**config.mk**
```make
export PLATFORM = sky130hd
export DESIGN_NAME = tlb_ctrl
export DESIGN_NICKNAME = d
export VERILOG_FILES = /design/src/rtl/tlb_ctrl_pkg.sv /design/src/rtl/tlb_entry.sv /design/src/rtl/tlb_or_reduce.sv /design/src/rtl/tlb_ctrl.sv
export SDC_FILE = /design/constraint.sdc
export NUM_CORES = 1
export LEC_CHECK = 0
export ABC_AREA = 1
export BUFFER_PORTS_ARGS = -buffer_cell sky130_fd_sc_hd__buf_2
export CAP_MARGIN = 25
export CELL_PAD_IN_SITES_DETAIL_PLACEMENT = 1
export CELL_PAD_IN_SITES_GLOBAL_PLACEMENT = 1
export CORE_UTILIZATION = 42
export CTS_CLUSTER_SIZE = 12
export DETAILED_ROUTE_END_ITERATION = 8
export PLACE_DENSITY_LB_ADDON = 0.2
export SYNTH_ARGS = -nofsm -noshare
export SYNTH_HDL_FRONTEND = slang
export SYNTH_SLANG_ARGS = --single-unit
```
**constraint.sdc**
```tcl
create_clock -name clk -period 5.85 [get_ports clk]
set_input_delay 1.17 -clock clk [delete_from_list [all_inputs] [get_ports clk]]
set_output_delay 1.17 -clock clk [all_outputs]
set_load 0.02 [all_outputs]
```
**src/rtl/tlb_ctrl_pkg.sv**
```systemverilog
// Shared definitions for the TLB controller: FSM encoding, invalidate codes,
// permission widths and the packed records passed between controller and entries.
package tlb_ctrl_pkg;

  // Controller states
  localparam logic [1:0] ST_IDLE  = 2'd0;
  localparam logic [1:0] ST_WALK  = 2'd1;
  localparam logic [1:0] ST_DRAIN = 2'd2;

  // Invalidate command driven to every entry
  localparam logic [1:0] INV_NONE  = 2'b00;
  localparam logic [1:0] INV_ALL   = 2'b01;
  localparam logic [1:0] INV_MATCH = 2'b10;

  // Permission widths: D-side carries PP[1:0], Ks, Kp; I-side only UserEx
  localparam int DTLB_PERM_W = 4;
  localparam int ITLB_PERM_W = 1;

  // Translation data captured from the walker into an entry
  typedef struct packed {
    logic [19:0] ppn;
    logic [1:0]  pp;
    logic        ks;
    logic        kp;
    logic        cacheable;
  } pte_t;

  // Per-entry lookup result; all fields are zero when the entry does not match
  typedef struct packed {
    logic        match;
    logic [31:0] pa;
    logic [1:0]  pp;
    logic        ks;
    logic        kp;
    logic        cacheable;
  } entry_out_t;

endpackage

```
**src/rtl/tlb_entry.sv**
```systemverilog
// One fully-associative TLB entry: tag compare, fill and invalidate.
// The lookup vpn doubles as the invalidate-by-EA key when invalidate is INV_MATCH.
module tlb_entry
  import tlb_ctrl_pkg::*;
#(
  parameter bit INSTRUCTION = 1'b0
) (
  input  logic        clk,
  input  logic [1:0]  invalidate,
  input  logic [19:0] ea_vpn,
  input  logic        load,
  input  logic [19:0] new_vpn,
  input  pte_t        new_pte,
  output entry_out_t  out
);

  logic        valid;
  logic [19:0] tag;
  pte_t        pte;
  logic        match;

  // Invalidate has priority over fill; the controller never drives both at once
  always_ff @(posedge clk) begin
    if (invalidate == INV_ALL) begin
      valid <= 1'b0;
    end else if (invalidate == INV_MATCH) begin
      if (tag[5:0] == ea_vpn[5:0]) valid <= 1'b0;
    end else if (load) begin
      valid <= 1'b1;
      tag   <= new_vpn;
      pte   <= new_pte;
    end
  end

  // Outputs are zeroed on a miss so the controller can OR entries together
  always_comb begin
    match         = valid && (tag == ea_vpn);
    out           = '0;
    out.match     = match;
    out.pa        = match ? {pte.ppn, 12'h000} : 32'h0;
    out.pp        = (match && !INSTRUCTION) ? pte.pp : 2'b00;
    out.ks        = match && !INSTRUCTION && pte.ks;
    out.kp        = match && pte.kp;
    out.cacheable = match && pte.cacheable;
  end

endmodule

```
**src/rtl/tlb_or_reduce.sv**
```systemverilog
// Parameterised OR of N per-entry result vectors. Entries zero their outputs
// on a non-match, so with at most one match the OR selects the hit entry.
module tlb_or_reduce #(
  parameter int N = 8,
  parameter int W = 1
) (
  input  logic [N-1:0][W-1:0] vec,
  output logic [W-1:0]        out
);

  // Fold every entry's vector into one result
  always_comb begin
    out = '0;
    for (int i = 0; i < N; i++) begin
      out = out | vec[i];
    end
  end

endmodule

```
**src/rtl/tlb_ctrl.sv**
```systemverilog
// TLB controller: single-cycle lookup over ENTRIES entries, miss handling
// through a req/ack walker handshake with round-robin victim fill, and
// tlbia/tlbie sequencing. state and victim are exposed for observation.
module tlb_ctrl
  import tlb_ctrl_pkg::*;
#(
  parameter int   ENTRIES     = 8,
  parameter bit   INSTRUCTION = 1'b0,
  localparam int  RR_W        = $clog2(ENTRIES)
) (
  input  logic            clk,
  input  logic            reset,
  input  logic            req_valid,
  input  logic [31:0]     req_ea,
  output logic            hit,
  output logic [31:0]     pa,
  output logic [1:0]      pp,
  output logic            Ks,
  output logic            Kp,
  output logic            cacheable,
  output logic            busy,
  output logic            fault,
  input  logic            inval_all,
  input  logic            inval_ea_valid,
  input  logic [31:0]     inval_ea,
  output logic            walk_req,
  output logic [31:0]     walk_ea,
  input  logic            walk_ack,
  input  logic            walk_fault,
  input  logic [31:0]     walk_pa,
  input  logic [1:0]      walk_pp,
  input  logic            walk_Ks,
  input  logic            walk_Kp,
  input  logic            walk_cacheable,
  output logic [1:0]      state,
  output logic [RR_W-1:0] victim
);

  // Handshake: walk_req rises the cycle after a miss is accepted and stays
  // high until the cycle after walk_ack; walk_ack is a one-cycle strobe and
  // walk_ea is stable for the whole time walk_req is high.

  logic [1:0]             inv_code;
  logic                   inval_any;
  logic [19:0]            lookup_vpn;
  logic [19:0]            vpn;
  logic [RR_W-1:0]        rr;
  logic                   load;
  pte_t                   new_pte;
  entry_out_t [ENTRIES-1:0] entry_out;
  entry_out_t             sel;
  logic                   unused_bits;

  assign inval_any = inval_all | inval_ea_valid;

  // Invalidate command: reset and tlbia clear everything, tlbie clears by key
  always_comb begin
    inv_code = INV_NONE;
    if (!reset || inval_all) inv_code = INV_ALL;
    else if (inval_ea_valid) inv_code = INV_MATCH;
  end

  // tlbie borrows the lookup path to carry its key for one cycle
  assign lookup_vpn = (inv_code == INV_MATCH) ? inval_ea[31:12] : req_ea[31:12];

  // A fill only happens on a clean walker result with no invalidate in flight
  assign load = reset && (state == ST_WALK) && walk_ack && !walk_fault && !inval_any;

  assign new_pte = '{ppn: walk_pa[31:12], pp: walk_pp, ks: walk_Ks,
                     kp: walk_Kp, cacheable: walk_cacheable};

  for (genvar i = 0; i < ENTRIES; i++) begin : g_entry
    tlb_entry #(.INSTRUCTION(INSTRUCTION)) u_entry (
      .clk        (clk),
      .invalidate (inv_code),
      .ea_vpn     (lookup_vpn),
      .load       (load && (rr == RR_W'(i))),
      .new_vpn    (vpn),
      .new_pte    (new_pte),
      .out        (entry_out[i])
    );
  end

  tlb_or_reduce #(.N(ENTRIES), .W($bits(entry_out_t))) u_or (
    .vec (entry_out),
    .out (sel)
  );

  assign hit       = req_valid && sel.match && (inv_code != INV_MATCH);
  assign pa        = sel.pa;
  assign pp        = sel.pp;
  assign Ks        = sel.ks;
  assign Kp        = sel.kp;
  assign cacheable = sel.cacheable;

  assign busy     = (state != ST_IDLE);
  assign walk_req = busy;
  assign walk_ea  = {vpn, 12'h000};
  assign victim   = rr;

  // Miss FSM, round-robin victim pointer and the one-cycle fault pulse
  always_ff @(posedge clk) begin
    if (!reset) begin
      state <= ST_IDLE;
      rr    <= '0;
      fault <= 1'b0;
      vpn   <= '0;
    end else begin
      fault <= 1'b0;
      case (state)
        ST_IDLE: begin
          if (req_valid && !hit && !inval_any) begin
            state <= ST_WALK;
            vpn   <= req_ea[31:12];
          end
        end
        ST_WALK: begin
          if (walk_ack) begin
            state <= ST_IDLE;
            if (!inval_any) begin
              if (walk_fault) fault <= 1'b1;
              else            rr    <= rr + 1'b1;
            end
          end else if (inval_any) begin
            state <= ST_DRAIN;
          end
        end
        ST_DRAIN: begin
          if (walk_ack) state <= ST_IDLE;
        end
        default: state <= ST_IDLE;
      endcase
    end
  end

  // Page-offset bits play no part in translation
  assign unused_bits = ^{req_ea[11:0], inval_ea[11:0], walk_pa[11:0]};

endmodule

```
==> results.ini, run 1 <==
[floorplan]
core_area_sq_um = 40920
io-pin-count = 186
die_x_microns = 205.9
rows = 74
die_y_microns = 205.9
start_util = 0.4266
die_area_sq_um = 42380

[power_and_ir_drop]
powerDensity_nw_per_um2 = 304.3
power.leakage_nw = 8.625
ir_drop_mv = 0.2802

[timing]
setup_tns_ns = 0
hold_violations = 0
max_slew_margin = 0.3358
finalSetupViolCount = 0
min_period_ns = 5.517
skew_ns = 0.01128
worstMarginPinSlew_ns = 0.9949
rsz0062_at_grt = false
drv_slew = 0
fmax_mhz = 181.2
period_share = 0.9432
holdWs_ns = 0.5049

[drt]
drt-initial-drc-count = 795
num_vias = 12720
drtPass1Iterations = 5
post_drt_via_cell_ratio = 5.311
drc = 0
final_antenna_net_count = 0
wl_microns = 52600
wl_per_cell_microns = 21.97

[global_route]
grt_antenna_before_repair = 4
grt_max_degree = 47
grt_overflow = 0
grt_pass1_wl_microns = 78050
track_usage = 0.2506
met1_usage = 0.3199
top_usage_layer = met2
grt_use_met2 = 0.4333
grt_util_met3 = 0.04037
grt_pass1_vias = 12920

[logic_synthesis]
avgSynthCellArea_sq_um = 10.48
ys_warn_count = 0
synth_ff_type = edfxtp_1
seq_area_frac_synth = 0.6583
yosysTopAreaCellShare = 0.6193
synth-async-reset-ratio = 0
synth_edf_count = 360
syn_area_sq_um = 17460
yosysUniqueCellTypes = 34
synth_top_area_cell = edfxtp_1
synth_area_leaders = edfxtp_1 (62%), nand2_1 (11%), nand3_1 (4.6%), dfxtp_1 (3.9%), inv_1 (3.8%)
netlist_instances = 1666
synth.ff_latch_count = 394

[run]
maxCapViolCount = 0

[hold_path]
hp-class = flop to flop
hold_start = g_entry[3].u_entry.valid

[clock_tree]
cts_setup_buffers = 0
htree_levels = 2
ctsRootBufferMaster = clkbuf_16
cts-resized-gates = 0
tritoncts = built
cts_sinks = 394
clk_pin_slew_ns = 0.06
clock_latency_ns = 0.57
hold_buffers = 0
cts-buffers-inserted = 44
clockBufferDepth = 3

[worst_setup_path]
crit_fanout = 33
startpoint_type = input pin
r2r_slack_ns = 2.73
crit_path_end_kind = output port
criticalPathCategory = input pin to output port
startpoint = inval_all
r2r_start = state[0]
cp_data_required_time_ns = 4.68
cp_data_arrival_time_ns = 4.35

[layout]
layout_commonest_cell = nand2_1
finalCoreUtilization = 0.4948
drive_above_1_share = 0.1397
nets = 1945
syn_to_final_growth_pct = 16.01
final_cell_mix = nand2_1 (511), edfxtp_1 (360), inv_1 (176), nand3_1 (162), nor2_1 (136)

[placement]
io_buffers = 125
globalplace.congestion = 0.8816
place_hpwl_microns = 34560

[status]
status = completed

## cells in the mapped netlist, types with 7 or more instances
master / count
nand2_1: 511
edfxtp_1: 360
inv_1: 178
nand3_1: 162
nor2_1: 139
nand3b_1: 55
dfxtp_1: 34
a221oi_1: 32
buf_4: 32
nand4_1: 25
buf_2: 16
a22oi_1: 15
nand2_2: 15
clkbuf_1: 11
nand4_2: 11
a21oi_1: 9
o21ai_0: 9
inv_2: 7
nor3_1: 7
## worst paths after layout
check	endpoint	cells past startpoint
setup / recovery	pp[0]	19
hold / removal	g_entry[3].u_entry.valid	2
setup reg to reg	g_entry[4].u_entry.tag[14]	9
hold reg to reg	g_entry[3].u_entry.valid	2
## kinds of logic (layout without fill, tap and decap cells)
group	after synthesis	in the layout	synth area share
xor gates and xnor gates	4	4	0.002007
AOI/OAI and AO/OA	86	86	0.03684
buffers and inverters	245	417	0.06114
other	1	25	0.0002148
DFF	394	394	0.6583
and+or+nand+nor	930	930	0.2372
adders and majority gates	6	6	0.004300
## flip-flops by register name, indices dropped and copies added (netlist names)
name / flops
g_entry.u_entry.pte: 200
g_entry.u_entry.tag: 160
vpn: 20
g_entry.u_entry.valid: 8
victim: 3
state: 2
fault: 1
## where the power goes
part	internal, mW	switching (mW)	leakage (nW)
Combinational	0.101	0.263	4.41
Clock	1.55	1.13	0.664
Sequential	3.09	0.0333	3.55
## cell type report
class	count	area (sq um)
Tap cell	532	665.6
Antenna cell	1	2.502
Fill cell	4510	20670
Sequential cell	394	11490
Clock inverter	19	178.9
Timing Repair Buffer	156	1008
Clock buffer	57	1180
Inverter	185	695.7
Multi-Input combinational cell	1050	5029
## critical path, cell delays in order
cell	delay, ns
buf_2	0.13
inv_2	0.27
nand3_2	0.14
buf_12	0.21
nand2_1	0.27
nand2_1	0.32
nand2_1	0.15
nand2_1	0.06
nor2_1	0.11
nand2_1	0.12
nor2_1	0.13
nand3_1	0.20
inv_1	0.33
buf_12	0.23
nand2_1	0.07
nand2_1	0.08
a221oi_1	0.05
nand4_1	0.09
buf_2	0.18
## routing by layer
layer,up-vias,share of wire
met3,86,0.054
li1,5977,-
met4,6,0.028
met2,325,0.50
met5,-,0.00072
met1,6321,0.42
## metrics by stage
step	std cells	setup WS [ns]	area, sq um	total power [mW]
floorplan	1689	-0.2943	17550	3.397
global placement	2317	0.3878	18890	3.534
detailed placement	2317	0.2760	18890	3.547
CTS	2393	0.2671	20250	6.213
global route	2394	0.03565	20250	6.334
finish	2394	0.3325	20250	6.163
(Power assumes the default switching activity.)
==> inputs of run 2 (changes only) <==
--- a/config.mk
+++ b/config.mk
@@ -6,7 +6,7 @@
 export NUM_CORES = 1
 export LEC_CHECK = 0
 export ABC_AREA = 1
-export BUFFER_PORTS_ARGS = -buffer_cell sky130_fd_sc_hd__buf_2
+export BUFFER_PORTS_ARGS = -buffer_cell sky130_fd_sc_hd__buf_4
 export CAP_MARGIN = 25
 export CELL_PAD_IN_SITES_DETAIL_PLACEMENT = 1
 export CELL_PAD_IN_SITES_GLOBAL_PLACEMENT = 1
==> run 2 against run 1 <==
Compared with the run above: worst setup slack improved by 0.046 ns; first-iteration DRC count fell by 10%; largest power group unchanged; combinational power increased by 6.0%; non-clock buffer count up 6; sequential share of layout area decreased by 1.2 points; critical path depth is 2 lower; register-to-register slack barely moved; critical path type unchanged; power is 1.5% higher; clock skew is 0.0062 ns higher.
==> results.ini, run 2 (synthesis results as in run 1) <==
[layout]
drive_above_1_share = 0.1438
largest_reg_flops = 200
antennaDiodeCount = 0
regMostFlops = g_entry.u_entry.pte
layout_commonest_cell = nand2_1
syn_to_final_growth_pct = 18.41
final_cells = 2403
reg_top3 = g_entry.u_entry.pte (200), g_entry.u_entry.tag (160), vpn (20)
fill_cells = 4485
nets = 1952
stdcell_area_sq_um = 20670
final_cell_mix = nand2_1 (511), edfxtp_1 (360), inv_1 (176), nand3_1 (162), buf_4 (150)

[power_and_ir_drop]
power.leakage_nw = 8.743
p_int_mw = 4.803
switching_power_mw = 1.451
ir_drop_mv = 0.2811
p_clk_frac = 0.439
combPwrFrac = 0.062
powerDensity_nw_per_um2 = 302.5
netSwitchingFraction = 0.2320
pwr-share-seq = 0.499

[clock_tree]
tritoncts = built
cts-buffers-inserted = 45
clk_pin_slew_ns = 0.06
clockBufferDepth = 3
clock_latency_ns = 0.59
cts_sinks = 394
htree_levels = 2
cts-resized-gates = 0
cts_setup_buffers = 0
ctsRootBufferMaster = clkbuf_16
hold_buffers = 0

[placement]
dp_cells = 2323
place_hpwl_microns = 34750
placed_area_sq_um = 19240
io_buffers = 125
globalplace.congestion = 0.8957

[global_route]
met1_usage = 0.3109
grt_use_met2 = 0.4388
grt_antenna_before_repair = 0
track_usage = 0.2512
grt_max_degree = 47
grt_util_met3 = 0.04857
grt_pass1_vias = 13370
grt_overflow = 0
top_usage_layer = met2
grt_pass1_wl_microns = 77960

[floorplan]
die_area_sq_um = 42380
io-pin-count = 186
rows = 74
die_y_microns = 205.9
start_util = 0.4266
die_x_microns = 205.9
core_area_sq_um = 40920

[timing]
period_share = 0.9354
hold_violations = 0
rsz0062_at_grt = false
finalSetupViolCount = 0
setup_tns_ns = 0
max_slew_margin = 0.4030
worstMarginPinSlew_ns = 0.8954
drv_slew = 0
skew_ns = 0.01746
min_period_ns = 5.472
fmax_mhz = 182.8

[drt]
wl_per_cell_microns = 21.69
wl_microns = 52120
post_drt_via_cell_ratio = 5.298
drtPass1Iterations = 5
final_antenna_net_count = 0
drc = 0
drt-initial-drc-count = 713
num_vias = 12730

[run]
maxCapViolCount = 0

[worst_setup_path]
crit_path_end_kind = output port
cp_data_required_time_ns = 4.68
criticalPathCategory = input pin to output port
crit_fanout = 24
cp_data_arrival_time_ns = 4.30
startpoint_type = input pin

[hold_path]
hp-class = flop to flop

[status]
status = completed

run 2: cell count changes in the layout (fill, tap and decap cells not counted):
cell / previous run / this run
buf_12: 12 / 11
buf_2: 125 / 0
buf_4: 19 / 150
buf_6: 0 / 1
clkbuf_1: 10 / 8
clkbuf_16: 44 / 45
clkinv_1: 7 / 10
clkinv_16: 0 / 2
clkinv_2: 7 / 8
clkinv_8: 1 / 0
clkinvlp_4: 1 / 0
diode_2: 1 / 0
inv_2: 8 / 9
run 2: per-stage QoR:
step / total power [mW] / utilization / hold WS, ns / worst slack, ns
detailed placement: 3.569 / 0.4701 / 0.5054 / 0.4101
CTS: 6.308 / 0.5051 / 0.5223 / 0.3572
global placement: 3.557 / 0.4698 / 0.4812 / 0.4268
finish: 6.253 / 0.5051 / 0.5216 / 0.3781
floorplan: 3.397 / - / 0.4613 / -0.2943
global route: 6.440 / 0.5051 / 0.5557 / 0.1965
run 2: layout make-up:
cell class                 instances  area, sq um  share of cell area
sequential                       394        11490              0.5559
tap                              532        665.6             0.03220
clock inverter                    24        236.5             0.01144
multi-input combinational       1050         5029              0.2433
clock buffer                      56         1197             0.05793
timing repair buffer             162         1358             0.06567
inverter                         185        694.4             0.03359
run 2: worst max-delay path, stage by stage:
cell and delay, ns:
buf_4 0.20, buf_4 0.37, nand4_2 0.34, nand2_1 0.41
nand2_1 0.14, nand2_1 0.10, nor2_1 0.04, nand2_1 0.05
nor2_1 0.04, nand3_1 0.16, inv_1 0.25, buf_4 0.27
nand2_1 0.08, nand2_1 0.07, a221oi_1 0.24, nand4_1 0.15
buf_4 0.19
run 2: per-layer routing:
layer  wire length, microns  part of all wire
met5                      0                 0
met4                   1555             0.030
met3                   3017             0.058
met2                  26090              0.50
met1                  21460              0.41
run 2: power by group through the flow:
stage	sequential, mW	clock, mW	combinational, mW
after floorplan	3.18	0	0.212
after detailed placement	3.18	0	0.386
after global routing	3.13	2.89	0.427
after CTS	3.12	2.79	0.389
final	3.12	2.74	0.386
after global placement	3.18	0	0.376
run 2: path summary, 6_finish.rpt:
path	slack, ns	from	endpoint	cells past startpoint
min reg2reg	0.52	g_entry[0].u_entry.valid	g_entry[0].u_entry.valid	2
max	0.38	reset	pa[17]	17
max reg2reg	2.72	state[0]	g_entry[2].u_entry.tag[9]	9
min	0.52	g_entry[0].u_entry.valid	g_entry[0].u_entry.valid	2
==> inputs of run 3 (changes only) <==
--- a/config.mk
+++ b/config.mk
@@ -10,7 +10,8 @@
 export CAP_MARGIN = 25
 export CELL_PAD_IN_SITES_DETAIL_PLACEMENT = 1
 export CELL_PAD_IN_SITES_GLOBAL_PLACEMENT = 1
-export CORE_UTILIZATION = 42
+export CORE_ASPECT_RATIO = 1.2
+export CORE_UTILIZATION = 50
 export CTS_CLUSTER_SIZE = 12
 export DETAILED_ROUTE_END_ITERATION = 8
 export PLACE_DENSITY_LB_ADDON = 0.2
==> constraint.sdc (replaced) <==
create_clock -name clk -period 6.6 [get_ports clk]
set_input_delay 1.32 -clock clk [delete_from_list [all_inputs] [get_ports clk]]
set_output_delay 1.32 -clock clk [all_outputs]
set_load 0.02 [all_outputs]
==> run 3 against run 2 <==
Compared with the run above: critical endpoint is now pp[0]; count of clock-buffer cells in the layout grew 12; non-clock buffer count shrank 1; routed wire length up 1.6%; clock skew up 0.0016 ns; clock power fell by 18%; sequential share of layout area grew 0.96 points; cell count decreased by 3.3%; combinational power down 9.8%; worst setup slack better by 0.18 ns; design area shrank 1.7%; global-route usage is 4.8 points higher.
==> results.ini, run 3 (synthesis results as in run 1) <==
[drt]
wl_per_cell_microns = 22.79
drt-initial-drc-count = 836
wl_microns = 52940
wl_met1_microns = 20810
drc = 0
drtPass1Iterations = 5
met3_length_microns = 3286
dr_wl_met2_microns = 26510
num_vias = 13010
routed.top_layer = met5
final_antenna_net_count = 0
post_drt_via_cell_ratio = 5.599

[global_route]
grt_pass1_vias = 13780
track_usage = 0.2989
grt_pass1_wl_microns = 79530
grt_max_degree = 47
grt_antenna_before_repair = 1
grt_overflow = 0

[layout]
finalCoreUtilization = 0.5948
syn_to_final_growth_pct = 16.41
final_cells = 2323
seq_area_sq_um = 11490
multiInputGateArea_sq_um = 5022
layout_commonest_cell = nand2_1
antennaDiodeCount = 0
largest_reg_flops = 200
final_cell_mix = nand2_1 (511), edfxtp_1 (360), inv_1 (176), nand3_1 (162), buf_4 (158)
drive_above_1_share = 0.1393
reg_top3 = g_entry.u_entry.pte (200), g_entry.u_entry.tag (160), vpn (20)
regMostFlops = g_entry.u_entry.pte
fill_cells = 3669
nets = 1948

[clock_tree]
cts-buffers-inserted = 42
cts_sinks = 394
clockBufferDepth = 3
cts_setup_buffers = 0
htree_levels = 2
clk_pin_slew_ns = 0.05
clock_latency_ns = 0.56
hold_buffers = 0
tritoncts = built
ctsRootBufferMaster = clkbuf_16
cts-resized-gates = 0

[run]
maxCapViolCount = 0

[timing]
setup_tns_ns = 0
holdWs_ns = 0.5117
min_period_ns = 6.043
rsz0062_at_grt = false
max_slew_margin = 0.3233
fmax_mhz = 165.5
hold_violations = 0
period_share = 0.9156
worstMarginPinSlew_ns = 1.014
drv_slew = 0
finalSetupViolCount = 0
skew_ns = 0.01909

[worst_setup_path]
slowest_delay_ns = 0.46
critPathMostFrequentCell = nand2_1
startpoint_type = input pin
crit_family = buffers and inverters
cp_data_required_time_ns = 5.28
cp_data_arrival_time_ns = 4.72
crit_chain = buf_4, inv_2, nand3_2, buf_4, nand2_1, nand2_1, inv_1, nand2_1, nand2_1, inv_1, nand2_1, nor2_1, nand3_1, inv_1, nand2_1, nand2_1, a221oi_1, nand4_1, buf_4
crit_fanout = 22
cp_num_buf_inv = 7
crit_path_end_kind = output port
slowest_stage = inv_1
criticalPathCategory = input pin to output port

[power_and_ir_drop]
ir_drop_mv = 0.2370
powerDensity_nw_per_um2 = 263.3
power.leakage_nw = 8.630

[floorplan]
core_area_sq_um = 34170
start_util = 0.5109
die_y_microns = 206.7
rows = 74
die_area_sq_um = 35670
io-pin-count = 186
die_x_microns = 172.6

[hold_path]
hp-class = flop to flop

[placement]
dp_cells = 2245
io_buffers = 125
place_hpwl_microns = 33880
globalplace.congestion = 0.9409

[status]
status = completed

## run 3: cell types whose count changed in the layout (fill, tap and decap cells not counted), sizes merged
cell | before | now
clkinv | 20 | 9
inv | 186 | 185
bufinv | 3 | 0
buf | 162 | 161
clkbuf | 56 | 68
## run 3: power by group
part	switching, mW	internal (mW)	leakage (nW)
logic	0.235	0.113	4.46
registers	0.0293	2.74	3.55
clock network	0.967	1.27	0.624
total	1.23	4.12	8.63
## run 3: final cells by class
| type | count | share of cell area |
|---|---|---|
| flip-flops and latches | 394 | 0.5655 |
| clock inverters | 9 | 0.003325 |
| inverters | 185 | 0.03423 |
| clock buffers | 68 | 0.06003 |
| multi-input cells | 1050 | 0.2472 |
| well taps | 456 | 0.02808 |
| repair buffers | 161 | 0.06170 |
## run 3: worst paths after layout
kind / start / to / slack, ns / cells after the start
setup reg to reg: state[0] / g_entry[4].u_entry.tag[15] / 3.25 / 9
hold reg to reg: g_entry[7].u_entry.valid / g_entry[7].u_entry.valid / 0.51 / 2
hold / removal: g_entry[7].u_entry.valid / g_entry[7].u_entry.valid / 0.51 / 2
setup / recovery: inval_all / pp[0] / 0.56 / 19
## run 3: per-stage QoR
stage / power [mW] / setup WS, ns / instance area (sq um)
global route: 5.477 / 0.3786 / 20320
global placement: 3.147 / 0.6707 / 19010
floorplan: 3.011 / 0.3055 / 17540
CTS: 5.362 / 0.5383 / 20290
finish: 5.351 / 0.5572 / 20320
detailed placement: 3.162 / 0.6208 / 19010
## run 3: worst register-to-register path: stages, from the launching register on
cell	delay [ns]
dfxtp_1	0.38
inv_1	0.06
nor2_1	0.13
nand2_1	0.12
nor3_1	0.41
inv_1	0.17
nor2_1	0.28
nand2_1	0.26
nor2_4	0.57
buf_4	0.60
## run 3: layer usage
| layer | track usage | vias to the layer above |
|---|---|---|
| met1 | 0.3589 | 6476 |
| li1 | - | 5962 |
| met3 | 0.05055 | 139 |
| met4 | 0.1496 | 2 |
| met2 | 0.5235 | 427 |
| met5 | 0 | - |
